`config.mk`:
```
export PLATFORM = sky130hd
export DESIGN_NAME = contador_updown_param
export DESIGN_NICKNAME = d
export VERILOG_FILES = /design/src/rtl/contador_updown_param.sv
export SDC_FILE = /design/constraint.sdc
export NUM_CORES = 1
export LEC_CHECK = 0
export CAP_MARGIN = 25
export CELL_PAD_IN_SITES_DETAIL_PLACEMENT = 0
export CELL_PAD_IN_SITES_GLOBAL_PLACEMENT = 1
export CORE_MARGIN = 4
export CORE_UTILIZATION = 49
export CTS_CLUSTER_SIZE = 24
export DETAILED_ROUTE_END_ITERATION = 12
export DONT_BUFFER_PORTS = 1
export PLACE_DENSITY = 0.77
export SETUP_SLACK_MARGIN = 0.4
export SLEW_MARGIN = 20
export SYNTH_ARGS = -nofsm -noshare
export SYNTH_HDL_FRONTEND = slang
export SYNTH_SLANG_ARGS = --single-unit
```
`constraint.sdc`:
```
create_clock -name clk -period 3.01 [get_ports clk]
set_clock_uncertainty 0.15 [all_clocks]
set_input_delay 0.4515 -clock clk [delete_from_list [all_inputs] [get_ports clk]]
set_output_delay 0.4515 -clock clk [all_outputs]
set_load 0.005 [all_outputs]
```
`src/rtl/contador_updown_param.sv`:
```
// Parametrised up/down modulo counter with input synchronisers,
// optional edge detection, synchronous load and carry/borrow pulses.
module contador_updown_param #(
    parameter int WIDTH     = 3,
    parameter int MIN_VAL   = 0,
    parameter int MAX_VAL   = 7,
    parameter int WRAP      = 1,
    parameter int EDGE_MODE = 1
) (
    input  logic             clk,
    input  logic             rst,
    input  logic             EN,
    input  logic             up,
    input  logic             down,
    input  logic             load,
    input  logic [WIDTH-1:0] din,
    output logic [WIDTH-1:0] out,
    output logic             carry,
    output logic             borrow
);

    localparam logic [WIDTH:0]   MIN_X = (WIDTH+1)'(MIN_VAL);
    localparam logic [WIDTH:0]   MAX_X = (WIDTH+1)'(MAX_VAL);
    localparam logic [WIDTH-1:0] MIN_W = WIDTH'(MIN_VAL);
    localparam logic [WIDTH-1:0] MAX_W = WIDTH'(MAX_VAL);
    localparam logic [1:0]       EDGE_MASK = (EDGE_MODE != 0) ? 2'b11 : 2'b00;

    // bit 0 carries up, bit 1 carries down
    logic [1:0] s1, s2, s3;
    // arm: input seen low since reset, so a level held across reset never steps
    logic [1:0] arm;
    logic       live;
    logic [1:0] req;
    logic       inc_req, dec_req;

    logic [WIDTH:0]   ext, din_x;
    logic [WIDTH-1:0] out_n;
    logic             carry_n, borrow_n;

    assign req     = arm & s2 & ~(s3 & EDGE_MASK);
    assign inc_req = req[0];
    assign dec_req = req[1];
    assign ext     = {1'b0, out};
    assign din_x   = {1'b0, din};

    always_comb begin
        out_n    = out;
        carry_n  = 1'b0;
        borrow_n = 1'b0;
        if (load) begin
            if (din_x < MIN_X)
                out_n = MIN_W;
            else if (din_x > MAX_X)
                out_n = MAX_W;
            else
                out_n = din;
        end else if (EN && inc_req && !dec_req) begin
            if (ext >= MAX_X) begin
                if (WRAP != 0) begin
                    out_n   = MIN_W;
                    carry_n = 1'b1;
                end
            end else begin
                out_n = out + 1'b1;
            end
        end else if (EN && dec_req && !inc_req) begin
            if (ext <= MIN_X) begin
                if (WRAP != 0) begin
                    out_n    = MAX_W;
                    borrow_n = 1'b1;
                end
            end else begin
                out_n = out - 1'b1;
            end
        end
    end

    always_ff @(posedge clk or negedge rst) begin
        if (!rst) begin
            s1     <= 2'b00;
            s2     <= 2'b00;
            s3     <= 2'b00;
            arm    <= 2'b00;
            live   <= 1'b0;
            out    <= MIN_W;
            carry  <= 1'b0;
            borrow <= 1'b0;
        end else begin
            s1     <= {down, up};
            s2     <= s1;
            s3     <= s2;
            live   <= 1'b1;
            arm    <= arm | ({2{live}} & ~s1);
            out    <= out_n;
            carry  <= carry_n;
            borrow <= borrow_n;
        end
    end

endmodule

```
==> run_results.csv <==
group,metric,value,unit
critical_path,crit_type,"register to register",
floorplan,rows,12,
yosys,synth.mux.area_fraction,2.28,%
cts,cts-root-buf,"clkbuf_4",
cts,cts_setup_buffers,0,
cts,clock_latency,0.28,ns
critical_path,cp-start-kind,"register",
finish,final_area,707,um2
route,routed_wl,1.18,mm
timing,fin_crit_sh,67.1,%
route,vias,432,
cts,clk_pin_slew_worst_paths,0.09,ns
yosys,synth-xor-area-share,1.33,%
route,post-route-drc-count,0,
global_route,grt_pass1_vias,462,
timing,setup_viol,0,
yosys,netlist_area,658,um2
floorplan,dieArea,1990,um2
cts,ctsLongestPathBuffers,2,
global_route,grt_pass1_wl,1.93,mm
critical_path,worstPathRequired,3.01,ns
placed_design,gp_congestion,0.827,
worst_hold_path,hp-class,"primary input to register",
placed_design,dpl.hpwl,902,um
pwr,total_power,399,uW
finish,fillerInstances,98,
route,drtAntennaViolNets,0,
timing,finalCriticalPeriod,2.02,ns
global_route,antenna_found_initial,0,
yosys,syn_nets,69,
pwr,ir_drop,0.258,mV
cts,clock-sinks,14,
yosys,ys_warn_count,0,
timing,fin_tns_setup,0,ns
yosys,netlist-cell-type-count,28,
timing,hold_viol,0,
yosys,ys_ff_latch,14,
finish,nets,73,
route,wl_met2,562,um
yosys,syn_area_per_cell,11.8,um2
global_route,grt_max_degree,15,
cts,cts_buffers,3,
pwr,leakagePower,0.000330,uW
pwr,powerDensity,564,nW/um2
cts,htree_levels,1,
yosys,ys_seq_area_share,53.2,%
timing,tightest_slew,0.604,ns
finish,utilization,59.6,%
yosys,synth_compound_area_share,14.3,%
global_route,overflow,0,
route,via_per_inst,5.92,
critical_path,crit_arrival,2.02,ns
route,drt_iter0_drc,11,
cts,cts_resized,0,
yosys,synth-simple-area-share,15.0,%
timing,timing.hold.ws,0.0422,ns
floorplan,initial_utilization,55.5,%
route,wl_per_cell,16.2,um
run_status,status,"finished, final reports clean",
finish,area_growth,7.41,%
floorplan,die_x,44.7,um
placed_design,dpl_cell_area,661,um2
finish,num_antenna_cells,0,
timing,rsz0062_at_grt,"false",
yosys,synth_top_family_by_area,"simple AND/OR/NAND/NOR gates",
yosys,synth_adder_area_share,7.60,%
route,drtPass1Iterations,4,
timing,max_freq,495,MHz
flow_run,maxCapViolCount,0,
timing,max_slew_margin,59.6,%
floorplan,core,1190,um2
floorplan,io_pins,14,
critical_path,critPathMaxFanout,6,
route,highest_layer,"met4",
timing,slew_violations,0,
route,wl_met3,154,um
critical_path,r2r_setup_slack,0.99,ns
placed_design,numPortBuffers,0,
route,wl_met1,452,um
global_route,grt.total_usage,13.2,%
finish,drive_gt1_share,15.3,%
floorplan,fp.dieH,44.7,um
cts,cts_tree,"yes",
critical_path,endpoint_kind,"register",
yosys,synth_cells,56,
critical path: stages, from the launching register on:
cell      delay, ns
dfrtp_1        0.46
inv_1          0.11
ha_1           0.23
or3_1          0.38
a211o_2        0.30
a21boi_0       0.16
o31ai_1        0.11
cells in the final DEF, fill, tap and decap left out, drive strengths merged, types with 2 or more instances in the layout:
cell,n
inv,6
nand2,3
ha,4
nor3,4
clkbuf,4
dfrtp,14
a21oi,2
a21o,2
synthesized netlist by cell type:
cell type	instances	area, um2
a211o_2	1	10.0
ha_1	4	50.1
xnor2_1	1	8.76
a21o_1	2	15.0
or3_1	1	6.26
o311ai_0	1	8.76
nor2_1	1	3.75
and3_1	1	6.26
a21oi_1	2	10.0
nand3_1	1	5.00
o21ai_0	1	5.00
a21boi_0	1	7.51
buf_6	1	11.3
a31oi_1	1	6.26
a221oi_2	1	15.0
conb_1	1	3.75
nand2b_1	1	6.26
o31ai_1	1	7.51
nand3b_4	1	20.0
mux2_4	1	15.0
or3b_4	1	11.3
nor3_1	4	20.0
buf_1	1	3.75
inv_1	6	22.5
dfrtp_1	14	350
a32oi_1	1	8.76
nand2_1	3	11.3
and3b_1	1	8.76
per-stage QoR:
step / std cells / worst slack (ns)
floorplan: 56 / 1.18
global placement: 68 / 1.13
detailed placement: 68 / 1.05
CTS: 73 / 1.01
global route: 73 / 0.851
finish: 73 / 0.991
report_power, final:
group	total (uW)	leakage, uW	internal (uW)	switching, uW
Clock	133	0.0000210	73.5	59.1
Sequential	211	0.000162	199	12.6
Combinational	55.2	0.000148	25.8	29.4
sequential cells by signal, indices dropped and copies added, names as in the netlist:
name	count
arm	2
borrow	1
carry	1
live	1
out	3
s1	2
s2	2
s3	2
per-layer routing:
layer  global-route usage, %  vias to the layer above
li1                        -                      199
met1                    16.8                      207
met2                    19.2                       24
met3                    4.88                        2
met4                    7.23                        0
met5                       0                        -
path summary, 6_finish.rpt:
path                         from  endpoint  depth (start not counted)
max                        out[0]    out[2]                          6
min                          down     s1[1]                          0
max reg2reg                out[0]    out[2]                          6
min reg2reg                 s1[0]     s2[0]                          0
max in group asynchronous     rst    arm[1]                          1
min in group asynchronous     rst     s2[0]                          1
cells by family (layout without fill, tap and decap cells):
logic type	Yosys count	after routing
other	1	1
muxes	1	1
xor gates and xnor gates	1	1
adders and majority gates	4	4
DFF	14	14
and+or+nand+nor	15	15
buffers and inverters	8	11
AOI/OAI and AO/OA	12	12
timing repair:
action | CTS | global route
setup endpoints to repair | 0 | 0
hold buffers | 1 | 0
endpoints found under the hold margin | 14 | 0
cell type report:
class | count | area [um2] | share of cell area (%)
flip-flops and latches | 14 | 350 | 49.6
multi-input cells | 34 | 270 | 38.2
clock buffers | 4 | 36.3 | 5.13
inverters | 6 | 22.5 | 3.19
well taps | 14 | 17.5 | 2.48
repair buffers | 1 | 10.0 | 1.42
No activity file was read; power rests on OpenSTA's default activity.
